===== src/rtl/reg_write_arbiter_if.sv =====
// Bundle of the request/data inputs and the register/grant outputs of the
// two-requester register write arbiter.
// master: requester side (drives req/data, observes grants and register).
// slave : arbiter side (observes req/data, drives grants and register).
interface reg_write_arbiter_if;
  logic       req0;      // write request, requester 0
  logic [3:0] d0;        // write data, requester 0
  logic       req1;      // write request, requester 1
  logic [3:0] d1;        // write data, requester 1
  logic       gnt0;      // one-cycle grant, requester 0
  logic       gnt1;      // one-cycle grant, requester 1
  logic [3:0] q;         // shared register contents
  logic       valid;     // q has been written since reset
  logic       owner;     // id of last requester written to q
  logic [7:0] wr_count;  // completed writes since reset, mod 256

  modport master (
    output req0, d0, req1, d1,
    input  gnt0, gnt1, q, valid, owner, wr_count
  );

  modport slave (
    input  req0, d0, req1, d1,
    output gnt0, gnt1, q, valid, owner, wr_count
  );
endinterface


===== src/rtl/reg_write_arbiter.sv =====
// Purpose: round-robin arbiter granting two requesters writes into one shared 4-bit register.
// Latency: one edge from sampled request to grant/q update; at most one write per two cycles.
// Backpressure: none; requests seen during the GRANT cycle are dropped, a held request re-arbitrates in IDLE.
// Ports: clk (rising edge), reset (async, active-high), bus (slave modport:
//        req0/d0, req1/d1 in; gnt0/gnt1, q, valid, owner, wr_count out, all from flops).
module reg_write_arbiter (
  input  logic                 clk,
  input  logic                 reset,
  reg_write_arbiter_if.slave   bus
);

  typedef enum logic {
    IDLE  = 1'b0,
    GRANT = 1'b1
  } state_t;

  state_t     state_q, state_d;
  logic [3:0] q_q, q_d;
  logic       gnt0_q, gnt0_d;
  logic       gnt1_q, gnt1_d;
  logic       valid_q, valid_d;
  logic       owner_q, owner_d;
  logic [7:0] wr_count_q, wr_count_d;
  logic       last_winner_q, last_winner_d;
  logic       pick1;

  // Async reset clears everything immediately, including a grant in flight,
  // so an interrupted write leaves no trace in q or wr_count.
  always_ff @(posedge clk or posedge reset) begin
    if (reset) begin
      state_q       <= IDLE;
      q_q           <= 4'b0000;
      gnt0_q        <= 1'b0;
      gnt1_q        <= 1'b0;
      valid_q       <= 1'b0;
      owner_q       <= 1'b0;
      wr_count_q    <= 8'd0;
      last_winner_q <= 1'b1;  // makes the first tie after reset go to requester 0
    end else begin
      state_q       <= state_d;
      q_q           <= q_d;
      gnt0_q        <= gnt0_d;
      gnt1_q        <= gnt1_d;
      valid_q       <= valid_d;
      owner_q       <= owner_d;
      wr_count_q    <= wr_count_d;
      last_winner_q <= last_winner_d;
    end
  end

  always_comb begin
    state_d       = state_q;
    q_d           = q_q;
    gnt0_d        = 1'b0;
    gnt1_d        = 1'b0;
    valid_d       = valid_q;
    owner_d       = owner_q;
    wr_count_d    = wr_count_q;
    last_winner_d = last_winner_q;
    // Requester 1 wins when it is alone, or on a tie when requester 0 won last.
    pick1         = bus.req1 & (~bus.req0 | ~last_winner_q);

    unique case (state_q)
      IDLE: begin
        if (bus.req0 || bus.req1) begin
          state_d       = GRANT;
          gnt0_d        = ~pick1;
          gnt1_d        = pick1;
          q_d           = pick1 ? bus.d1 : bus.d0;
          owner_d       = pick1;
          last_winner_d = pick1;
          valid_d       = 1'b1;
          wr_count_d    = wr_count_q + 8'd1;
        end
      end
      GRANT: begin
        // Single grant cycle; inputs are deliberately not looked at here.
        state_d = IDLE;
      end
      default: state_d = IDLE;
    endcase
  end

  assign bus.gnt0     = gnt0_q;
  assign bus.gnt1     = gnt1_q;
  assign bus.q        = q_q;
  assign bus.valid    = valid_q;
  assign bus.owner    = owner_q;
  assign bus.wr_count = wr_count_q;

endmodule


===== src/flat_wrapper.sv =====
// flat-port wrapper written by rule: the top's interface ports become plain ports
module reg_write_arbiter_flat 
  (clk, reset, bus_req0, bus_d0, bus_req1, bus_d1, bus_gnt0, bus_gnt1, bus_q, bus_valid, bus_owner, bus_wr_count);
  reg_write_arbiter_if bus_i ();
  input  logic clk;
  input  logic reset;
  input wire logic [$bits(bus_i.req0)-1:0] bus_req0;
  input wire logic [$bits(bus_i.d0)-1:0] bus_d0;
  input wire logic [$bits(bus_i.req1)-1:0] bus_req1;
  input wire logic [$bits(bus_i.d1)-1:0] bus_d1;
  output wire logic [$bits(bus_i.gnt0)-1:0] bus_gnt0;
  output wire logic [$bits(bus_i.gnt1)-1:0] bus_gnt1;
  output wire logic [$bits(bus_i.q)-1:0] bus_q;
  output wire logic [$bits(bus_i.valid)-1:0] bus_valid;
  output wire logic [$bits(bus_i.owner)-1:0] bus_owner;
  output wire logic [$bits(bus_i.wr_count)-1:0] bus_wr_count;
  assign bus_i.req0 = bus_req0;
  assign bus_i.d0 = bus_d0;
  assign bus_i.req1 = bus_req1;
  assign bus_i.d1 = bus_d1;
  assign bus_gnt0 = bus_i.gnt0;
  assign bus_gnt1 = bus_i.gnt1;
  assign bus_q = bus_i.q;
  assign bus_valid = bus_i.valid;
  assign bus_owner = bus_i.owner;
  assign bus_wr_count = bus_i.wr_count;
  reg_write_arbiter u_core (.clk(clk), .reset(reset), .bus(bus_i));
endmodule

===== config.mk =====
export PLATFORM = sky130hd
export DESIGN_NAME = reg_write_arbiter_flat
export DESIGN_NICKNAME = d
export VERILOG_FILES = /design/src/rtl/reg_write_arbiter_if.sv /design/src/rtl/reg_write_arbiter.sv /design/src/flat_wrapper.sv
export SDC_FILE = /design/constraint.sdc
export NUM_CORES = 1
export LEC_CHECK = 0
export CORE_MARGIN = 4
export CORE_UTILIZATION = 45
export DETAILED_ROUTE_END_ITERATION = 16
export PLACE_DENSITY = 0.88
export SYNTH_ARGS = -nofsm -noshare
export SYNTH_HDL_FRONTEND = slang
export SYNTH_SLANG_ARGS = --single-unit

===== constraint.sdc =====
create_clock -name clk -period 2 [get_ports clk]
set_input_delay 0.3 -clock clk [delete_from_list [all_inputs] [get_ports clk]]
set_output_delay 0.3 -clock clk [all_outputs]
set_load 0.1 [all_outputs]

Word level (Yosys, flattened, before mapping). Index checks and enable logic that the tools add are counted.

Bits in registers: 18. Input port bits: 12. Logic and storage cells: 24.

Reductions and logical operators: 2. Multiplexer cells: 7. Bitwise gates (word level): 6. Add/sub/neg operators: 1.

Operator list (count): adder 8 x 1 -> 8 bit, second input constant (1); 2-to-1 mux 1 bit (5); 2-to-1 mux 4 bit (1); inverter 1 bit (4); one-hot mux 1 bit (2 select lines) (1); AND reduction 2 bit (1); AND 1 bit (1); logical OR 1 bit (1); bitwise OR 1 bit (1).

Depth between registers and ports, before layout. Gate-level depths: netlist (run 1).

Depth in word-level cells: 6. Depth in mapped cells: 5. Depth with buffers taken out: 4.

Worst setup path after synthesis (run 1). Ideal clock, no wire load.

Kind: reg-to-reg. Start point: register u_core.wr_count_q[3], in the netlist u_core.bus.wr_count[3]. End point: register u_core.wr_count_q[7], in the netlist u_core.bus.wr_count[7]. Arrival: 1.605 ns. Library setup time: 0.161 ns. Period minus slack after synthesis: 1.766 ns. Buffers on the path: 0. Stages on the path, launching flop included: 4. Slack: 0.234 ns. Required time: 1.839 ns. Path through: dfrtp_1 > nand3_1 > nor4_4 > xor2_1.

Word-level cells in the longest chain between the ends: 1.

RTL lines: start: declaration (line reg_write_arbiter.sv:23) `logic [7:0] wr_count_q, wr_count_d;`; start signal: assignment (line reg_write_arbiter.sv:46) `wr_count_q <= wr_count_d;`; adder 8 x 1 -> 8 bit (line reg_write_arbiter.sv:73) `wr_count_d = wr_count_q + 8'd1;`.

No other way between the ends. A chain may end at the register's enable or synchronous reset.

Worst setup path in the final report (run 1).
Start point: register u_core.wr_count_q[0], in the netlist u_core.bus.wr_count[0]. End point: output port bus_wr_count[0].

RTL lines: end: declaration (line flat_wrapper.sv:16) `output wire logic [$bits(bus_i.wr_count)-1:0] bus_wr_count;`.

No word-level cell between the ends.

==> results of run 1 <==
-- path summary, 6_finish.rpt --
check	start	end	slack, ns	cells past startpoint
worst max-delay path	u_core.bus.wr_count[0]$_DFFE_PP0P_	bus_wr_count[0]	0.63	1
worst min-delay path	reset	u_core.bus.gnt1$_DFF_PP0_	0.40	2
worst max register to register	u_core.state_q$_DFF_PP0_	u_core.bus.wr_count[3]$_DFFE_PP0P_	0.76	4
worst min register to register	u_core.bus.wr_count[7]$_DFFE_PP0P_	u_core.bus.wr_count[7]$_DFFE_PP0P_	0.47	1
max in group asynchronous	reset	u_core.bus.wr_count[1]$_DFFE_PP0P_	1.18	2
min in group clk	u_core.bus.wr_count[7]$_DFFE_PP0P_	u_core.bus.wr_count[7]$_DFFE_PP0P_	0.47	1
-- kinds of logic (layout without fill, tap and decap cells) --
group	count (synthesis)	after routing	synth area share (%)
simple gates	20	20	13.87
flops	18	18	58.89
compound gates	9	9	8.810
xor+xnor	7	7	7.994
buf+inv	5	34	3.588
mux	4	4	5.220
fa+ha+maj	1	1	1.631
-- metrics by stage --
stage	setup slack, ns	area, um2	cells	hold slack, ns	utilization, %
final	0.6309	1037	109	0.3969	66.53
after detailed placement	0.3684	1001	105	0.4628	64.21
after CTS	0.6339	1037	109	0.4206	66.53
after floorplan	0.2337	767.0	64	0.2378	-
after global routing	0.5777	1037	109	0.4592	66.53
after global placement	0.4325	1001	105	0.4497	64.21
-- synth_stat cells --
master	instances
ha_1	1
a21oi_1	5
inv_1	2
nand2b_1	1
dfstp_2	1
dfrtp_1	17
nor4_4	1
buf_6	1
a21bo_2	1
nand2_1	7
buf_2	1
a21o_1	1
mux2i_1	4
and2_1	1
nor3_1	2
xor2_1	3
xnor2_1	4
nand3_1	1
a31oi_1	1
o21bai_4	1
inv_2	1
nor2_1	5
nand4_1	2
-- per-layer routing --
| metal | vias to the layer above | GRT usage, % |
|---|---|---|
| li1 | 270 | - |
| met1 | 276 | 15.20 |
| met2 | 23 | 22.10 |
| met3 | 7 | 3.670 |
| met4 | 0 | 9.953 |
| met5 | - | 0 |
-- final cells by class --
type	count	share of cell area, %
Timing Repair Buffer	27	22.20
Tap cell	16	1.930
Sequential cell	18	43.55
Inverter	3	1.086
Clock buffer	4	3.498
Multi-Input combinational cell	41	27.74
-- layout by cell type (no fill, tap or decap), types with 2 or more instances in the layout --
master and instances:
buf_4 16, clkbuf_4 3, clkdlybuf4s50_1 11, nor2_1 5, nand2_1 7, nand4_1 2, nor3_1 2, xnor2_1 4
xor2_1 3, mux2i_1 4, dfrtp_1 17, a21oi_1 5, inv_1 2
-- sequential cells by signal (all words and copies together) (netlist names) --
name / cells
u_core.bus.wr_count: 8
u_core.bus.q: 4
u_core.bus.gnt0: 1
u_core.bus.gnt1: 1
u_core.bus.owner: 1
u_core.bus.valid: 1
u_core.last_winner_q: 1
u_core.state_q: 1
==> results_dict.tcl, run 1 <==
set metrics [dict create \
    cts_setup_buffers 0 \
    drc 0 \
    worstHoldPathType "input pin to async pin" \
    status "completed" \
    met1_length_um 610 \
    vias 576 \
    cts_buffer_depth 2 \
    hpwl_um 1099 \
    initial_core_util_pct 49.20 \
    max-cap-violations 0 \
    ys_seq_elements 18 \
    critPathArrivalTime_ns 1.07 \
    finalCritPeriodShare_pct 68.46 \
    wl_um 1492 \
    first_pass_iters 4 \
    drive_above_1_share_pct 26.88 \
    dr_wl_met3_um 125 \
    grt_max_degree 19 \
    vias_per_cell 5.284 \
    synth.yosys.warnings 0 \
    fillers 129 \
    numPortBuffers 27 \
    end_kind "output pin" \
    clk_latency_ns 0.29 \
    multiInputGateArea_um2 287.8 \
    critical-path-top-delay-family "flip-flops" \
    wire_per_inst_um 13.69 \
    clock-root-buffer "clkbuf_4" \
    die_h_um 49.29 \
    synth_nets 77 \
    coreArea_mm2 0.001559 \
    grt_pass1_wl_um 2511 \
    synth_top_area_share_pct 55.46 \
    grt.overflow.total 0 \
    die_w_um 49.29 \
    die-area_mm2 0.002429 \
    nets 107 \
    path_cells "buf_4" \
    clkTransAtPathRegs_ns 0.10 \
    top_layer "met4" \
    min_period_ns 1.369 \
    synth_area_um2 767.0 \
    htreeDepth 1 \
    cp.buffers_inverters 1 \
    ys_seq_area_share_pct 58.89 \
    synth.distinct_cells 23 \
    syn_avg_cell_area_um2 11.98 \
    cts_resized 0 \
    ctsHoldBuffers 0 \
    drtIter0Drc 3 \
    clock_sinks 18 \
    setup_viol 0 \
    regArea_um2 451.7 \
    syn2layout_area_growth_pct 35.24 \
    worstPathRequired_ns 1.70 \
    hold_viol_final 0 \
    antenna_found_initial 0 \
    worstPathMaxFanout 5 \
    max_slew_margin_pct 55.20 \
    tightest_slew_ns 0.6713 \
    cp_slowest_stage_delay_ns 0.45 \
    cts-buffers-inserted 3 \
    critical_path_class "flip-flop to output pin" \
    skew_ns 0.004562 \
    yosys-top-cells-area "dfrtp_1 (55%), mux2i_1 (5.2%), xnor2_1 (4.6%), dfstp_2 (3.4%), nand2_1 (3.4%)" \
    max_freq_mhz 730.4 \
    maxSlewViolCount 0 \
    start_kind "flip-flop" \
    top_level_ports 28 \
    grtUsageTotal_pct 13.63 \
    syn_inst 64 \
    rsz0062_at_grt "false" \
    cts_tree "done" \
    critPathSlowestCell "dfrtp_1" \
    finalSetupTns_ns 0 \
    drtAntennaViolNets 0 \
    place_congestion 0.7138 \
    antenna_cells 0 \
    fp-row-count 14 \
    wl_met2_um 700 \
    synth_top_area_cell "dfrtp_1" \
    grt_pass1_vias 542 \
]
Power of run 1 is left out: the tool's default activity adds up to more than one toggle a clock period on the data nets, which glitch-free logic cannot reach.
==> run 2: changes to the inputs <==
--- a/config.mk
+++ b/config.mk
@@ -6,9 +6,9 @@
 export NUM_CORES = 1
 export LEC_CHECK = 0
 export CORE_MARGIN = 4
-export CORE_UTILIZATION = 45
+export CORE_UTILIZATION = 38
 export DETAILED_ROUTE_END_ITERATION = 16
-export PLACE_DENSITY = 0.88
+export PLACE_DENSITY = 0.8
 export SYNTH_ARGS = -nofsm -noshare
 export SYNTH_HDL_FRONTEND = slang
 export SYNTH_SLANG_ARGS = --single-unit
==> constraint.sdc (replaced) <==
create_clock -name clk -period 1.24 [get_ports clk]
set_input_delay 0.186 -clock clk [delete_from_list [all_inputs] [get_ports clk]]
set_output_delay 0.186 -clock clk [all_outputs]
set_load 0.1 [all_outputs]
==> run 2 against run 1 <==
Compared with the run above:
- setup slack got worse by 0.60 ns
- via count down 1.4%
- critical endpoint unchanged
- die area rose by 15%
- final cell count rose by 12%
- count of clock-buffer cells in the layout unchanged
- non-clock buffer count is 4 higher
- register-to-register slack got worse by 0.70 ns
==> results_dict.tcl, run 2 (same netlist as run 1, synthesis figures left out) <==
set metrics [dict create \
    cts-buffers-inserted 3 \
    critical_path_class "flip-flop to output pin" \
    final_cell_mix "buf_12 (16), clkdlybuf4s50_1 (11), dfrtp_1 (10)" \
    htreeDepth 1 \
    clock_sinks 18 \
    place_congestion 0.7180 \
    die_h_um 52.93 \
    end_kind "output pin" \
    drtIter0Drc 1 \
    antenna_cells 0 \
    max-cap-violations 0 \
    top_level_ports 28 \
    worstHoldPathType "input pin to async pin" \
    numPortBuffers 27 \
    grt_max_degree 19 \
    skew_ns 0.002572 \
    rsz0062_at_grt "true" \
    min_period_ns 1.208 \
    grt_pass1_wl_um 2732 \
    hpwl_um 1315 \
    first_pass_iters 2 \
    initial_core_util_pct 42.13 \
    max_freq_mhz 827.6 \
    clkTransAtPathRegs_ns 0.11 \
    vias 568 \
    tightest_slew_ns 0.2673 \
    multiInputGateArea_um2 330.3 \
    grt.overflow.total 0 \
    coreArea_mm2 0.001821 \
    finalCritPeriodShare_pct 97.44 \
    clock-root-buffer "clkbuf_4" \
    hold_viol_final 0 \
    critical-path-top-delay-family "flip-flops" \
    final_common_cell "buf_12" \
    regArea_um2 473.0 \
    status "completed" \
    nets 111 \
    worstPathMaxFanout 5 \
    setup_slack_ns 0.03173 \
    critPathArrivalTime_ns 1.02 \
    vias_per_cell 4.656 \
    design_area_mm2 0.001349 \
    worstPathRequired_ns 1.05 \
    max_slew_margin_pct 82.13 \
    fillers 122 \
    drc 0 \
    antenna_found_initial 0 \
    dpl_cell_area_mm2 0.001281 \
    drtAntennaViolNets 0 \
    setup_viol 0 \
    ctsHoldBuffers 0 \
    dp_slack_ns -0.2350 \
    wire_per_inst_um 13.45 \
    fp-row-count 15 \
    clk_latency_ns 0.28 \
    start_kind "flip-flop" \
    cts_buffer_depth 2 \
    path_cells "buf_12" \
    maxSlewViolCount 0 \
    largest_register_ffs 8 \
    cp.buffers_inverters 1 \
    grtUsageTotal_pct 13.52 \
    syn2layout_area_growth_pct 75.86 \
    critPathSlowestCell "dfrtp_4" \
    wl_um 1641 \
    drive_above_1_share_pct 42.27 \
    die-area_mm2 0.002801 \
    grt_pass1_vias 586 \
    cts_tree "done" \
    cp_slowest_stage_delay_ns 0.55 \
    die_w_um 52.93 \
]
## run 2: what timing repair did
| action | 4_1_cts | 5_1_grt |
|---|---|---|
| setup buffers | 0 | 1 |
| gates resized for setup | 0 | 5 |
| setup endpoints to repair | 0 | 9 |
## run 2: metal layers
metal | share of wire (%) | GRT usage (%) | vias to the layer above
li1 | - | - | 278
met1 | 40 | 15.11 | 267
met2 | 53 | 25.83 | 23
met3 | 6.9 | 3.099 | 0
met4 | 0 | 2.553 | 0
met5 | 0 | 0 | -
## run 2: final cells by class
cell class / count / share of cell area, %
sequential: 18 / 35.07
clock buffer: 4 / 2.690
tap: 25 / 2.319
timing repair buffer: 31 / 34.42
multi-input combinational: 41 / 24.49
inverter: 3 / 1.020
## run 2: worst paths after layout
check	to	cells after the start	slack (ns)	startpoint
max reg2reg	u_core.bus.wr_count[6]$_DFFE_PP0P_	4	0.06	u_core.bus.wr_count[0]$_DFFE_PP0P_
min	u_core.bus.q[0]$_DFFE_PP0P_	3	0.19	reset
min reg2reg	u_core.bus.wr_count[7]$_DFFE_PP0P_	1	0.53	u_core.bus.wr_count[7]$_DFFE_PP0P_
max	bus_wr_count[0]	1	0.03	u_core.bus.wr_count[0]$_DFFE_PP0P_
min in group clk	u_core.bus.q[2]$_DFFE_PP0P_	3	0.52	bus_d1[2]
max in group asynchronous	u_core.last_winner_q$_DFFE_PP1P_	3	0.79	reset
## run 2: per-stage QoR
step	util, %	instances	hold WS, ns	setup TNS (ns)
2_1_floorplan	-	64	0.1238	-0.01647
3_3_place_gp	70.38	117	0.4613	-1.866
3_5_place_dp	70.38	117	0.4869	-2.505
4_1_cts	72.37	121	0.2015	0
5_1_grt	74.09	122	0.2117	-0.009340
6_report	74.09	122	0.1937	0
Power of run 2 is left out for the same reason.
==> run 3: changes to the inputs <==
--- a/config.mk
+++ b/config.mk
@@ -6,9 +6,10 @@
 export NUM_CORES = 1
 export LEC_CHECK = 0
 export CORE_MARGIN = 4
-export CORE_UTILIZATION = 38
+export CORE_UTILIZATION = 50
 export DETAILED_ROUTE_END_ITERATION = 16
-export PLACE_DENSITY = 0.8
+export DONT_BUFFER_PORTS = 1
+export PLACE_DENSITY = 0.75
 export SYNTH_ARGS = -nofsm -noshare
 export SYNTH_HDL_FRONTEND = slang
 export SYNTH_SLANG_ARGS = --single-unit
==> run 3 against run 2 <==
Compared with the run above:
- clock skew increased by 0.0049 ns
- first-iteration DRC count increased to 3.0 times the previous value
- critical path depth unchanged
- count of clock-buffer cells in the layout unchanged
- final cell count decreased by 15%
- global-route usage increased by 3.2 points
- worst hold slack got worse by 0.095 ns
- flip-flop and latch count unchanged
- largest cell class unchanged
==> results_dict.tcl, run 3 (same netlist as run 1, synthesis figures left out) <==
set metrics [dict create \
    status "completed" \
    setup_viol 0 \
    antenna_cells 0 \
    cts_buffer_depth 2 \
    cp.buffers_inverters 1 \
    largest_register_ffs 8 \
    final_core_util_pct 77.01 \
    fp-row-count 13 \
    clkTransAtPathRegs_ns 0.10 \
    critPathSlowestCell "dfrtp_4" \
    drtAntennaViolNets 0 \
    die-area_mm2 0.002225 \
    gr-usage-met3_pct 2.299 \
    met2_usage_pct 27.37 \
    min_period_ns 1.204 \
    path_cells "buf_8" \
    skew_ns 0.007491 \
    die_w_um 47.17 \
    maxSlewViolCount 0 \
    drtIter0Drc 3 \
    critPathArrivalTime_ns 1.02 \
    final_cell_mix "buf_4 (15), dfrtp_1 (10), nand2_1 (6)" \
    clk_latency_ns 0.28 \
    initial_core_util_pct 56.14 \
    vias_per_cell 5.212 \
    clock-root-buffer "clkbuf_4" \
    first_pass_iters 3 \
    multiInputGateArea_um2 319.1 \
    end_kind "output pin" \
    max_slew_margin_pct 78.77 \
    max_freq_mhz 830.6 \
    die_h_um 47.17 \
    worstHoldPathType "input pin to flip-flop" \
    top_level_ports 28 \
    hold_viol_final 0 \
    grt.overflow.total 0 \
    final_common_cell "buf_4" \
    top_usage_layer "met2" \
    start_kind "flip-flop" \
    cts-buffers-inserted 3 \
    grt_pass1_vias 551 \
    worstPathRequired_ns 1.05 \
    critical_path_class "flip-flop to output pin" \
    drc 0 \
    grt_pass1_wl_um 2553 \
    worstPathMaxFanout 5 \
    tightest_slew_ns 0.3181 \
    clock_sinks 18 \
    finalCritPeriodShare_pct 97.09 \
    hpwl_um 1156 \
    place_congestion 0.7409 \
    cts_tree "done" \
    vias 542 \
    wl_um 1584 \
    cp_slowest_stage_delay_ns 0.54 \
    use_met1_pct 20.91 \
    grtUsageTotal_pct 16.73 \
    max-cap-violations 0 \
    fillers 90 \
    regArea_um2 473.0 \
    nets 103 \
    numPortBuffers 0 \
    wire_per_inst_um 15.23 \
    syn2layout_area_growth_pct 37.19 \
    critical-path-top-delay-family "flip-flops" \
    grt_max_degree 11 \
    coreArea_mm2 0.001366 \
    drive_above_1_share_pct 44.94 \
    htreeDepth 1 \
    reg2reg_setup_slack_ns 0.08 \
    antenna_found_initial 0 \
]
==> run 3: metrics by stage <==
step           setup slack (ns)  hold WS (ns)  std cells  cell area (um2)  setup TNS (ns)
3_3_place_gp            0.09231       0.03741         95            950.9               0
6_report                0.03608       0.09819        104             1052               0
5_1_grt                -0.01146       0.09380        104             1052        -0.01146
4_1_cts                 0.01374       0.09690        101             1016               0
3_5_place_dp            0.04468       0.04115         95            950.9               0
2_1_floorplan          -0.01647        0.1238         64            813.3        -0.01647
==> run 3: final cells by class <==
type,count,area share [%]
timing repair buffer,23,19.38
multi-input combinational,41,30.32
tap,15,1.784
sequential,18,44.95
clock buffer,4,2.497
inverter,3,1.070
==> run 3: per-layer routing <==
layer | part of all wire [%] | routed length [um]
met3 | 5.2 | 83
met2 | 50 | 796
met1 | 43 | 680
met5 | 0 | 0
met4 | 1.5 | 23
==> run 3: worst paths after layout <==
path	startpoint	end	depth (start not counted)
max in group asynchronous	reset	u_core.last_winner_q$_DFFE_PP1P_	3
hold reg to reg	u_core.bus.wr_count[7]$_DFFE_PP0P_	u_core.bus.wr_count[7]$_DFFE_PP0P_	1
hold / removal	bus_req1	u_core.last_winner_q$_DFFE_PP1P_	2
setup / recovery	u_core.bus.wr_count[0]$_DFFE_PP0P_	bus_wr_count[0]	1
setup reg to reg	u_core.state_q$_DFF_PP0_	u_core.bus.wr_count[4]$_DFFE_PP0P_	4
min in group asynchronous	reset	u_core.bus.wr_count[4]$_DFFE_PP0P_	2
==> run 3: what timing repair did <==
| item | CTS | global route |
|---|---|---|
| setup buffers | 0 | 3 |
| hold buffers | 2 | 0 |
| endpoints found under the hold margin | 9 | 0 |
| gates resized for setup | 5 | 3 |
| pin swaps | 0 | 2 |
| endpoints found under the setup margin | 5 | 5 |
Power of run 3 is left out for the same reason.
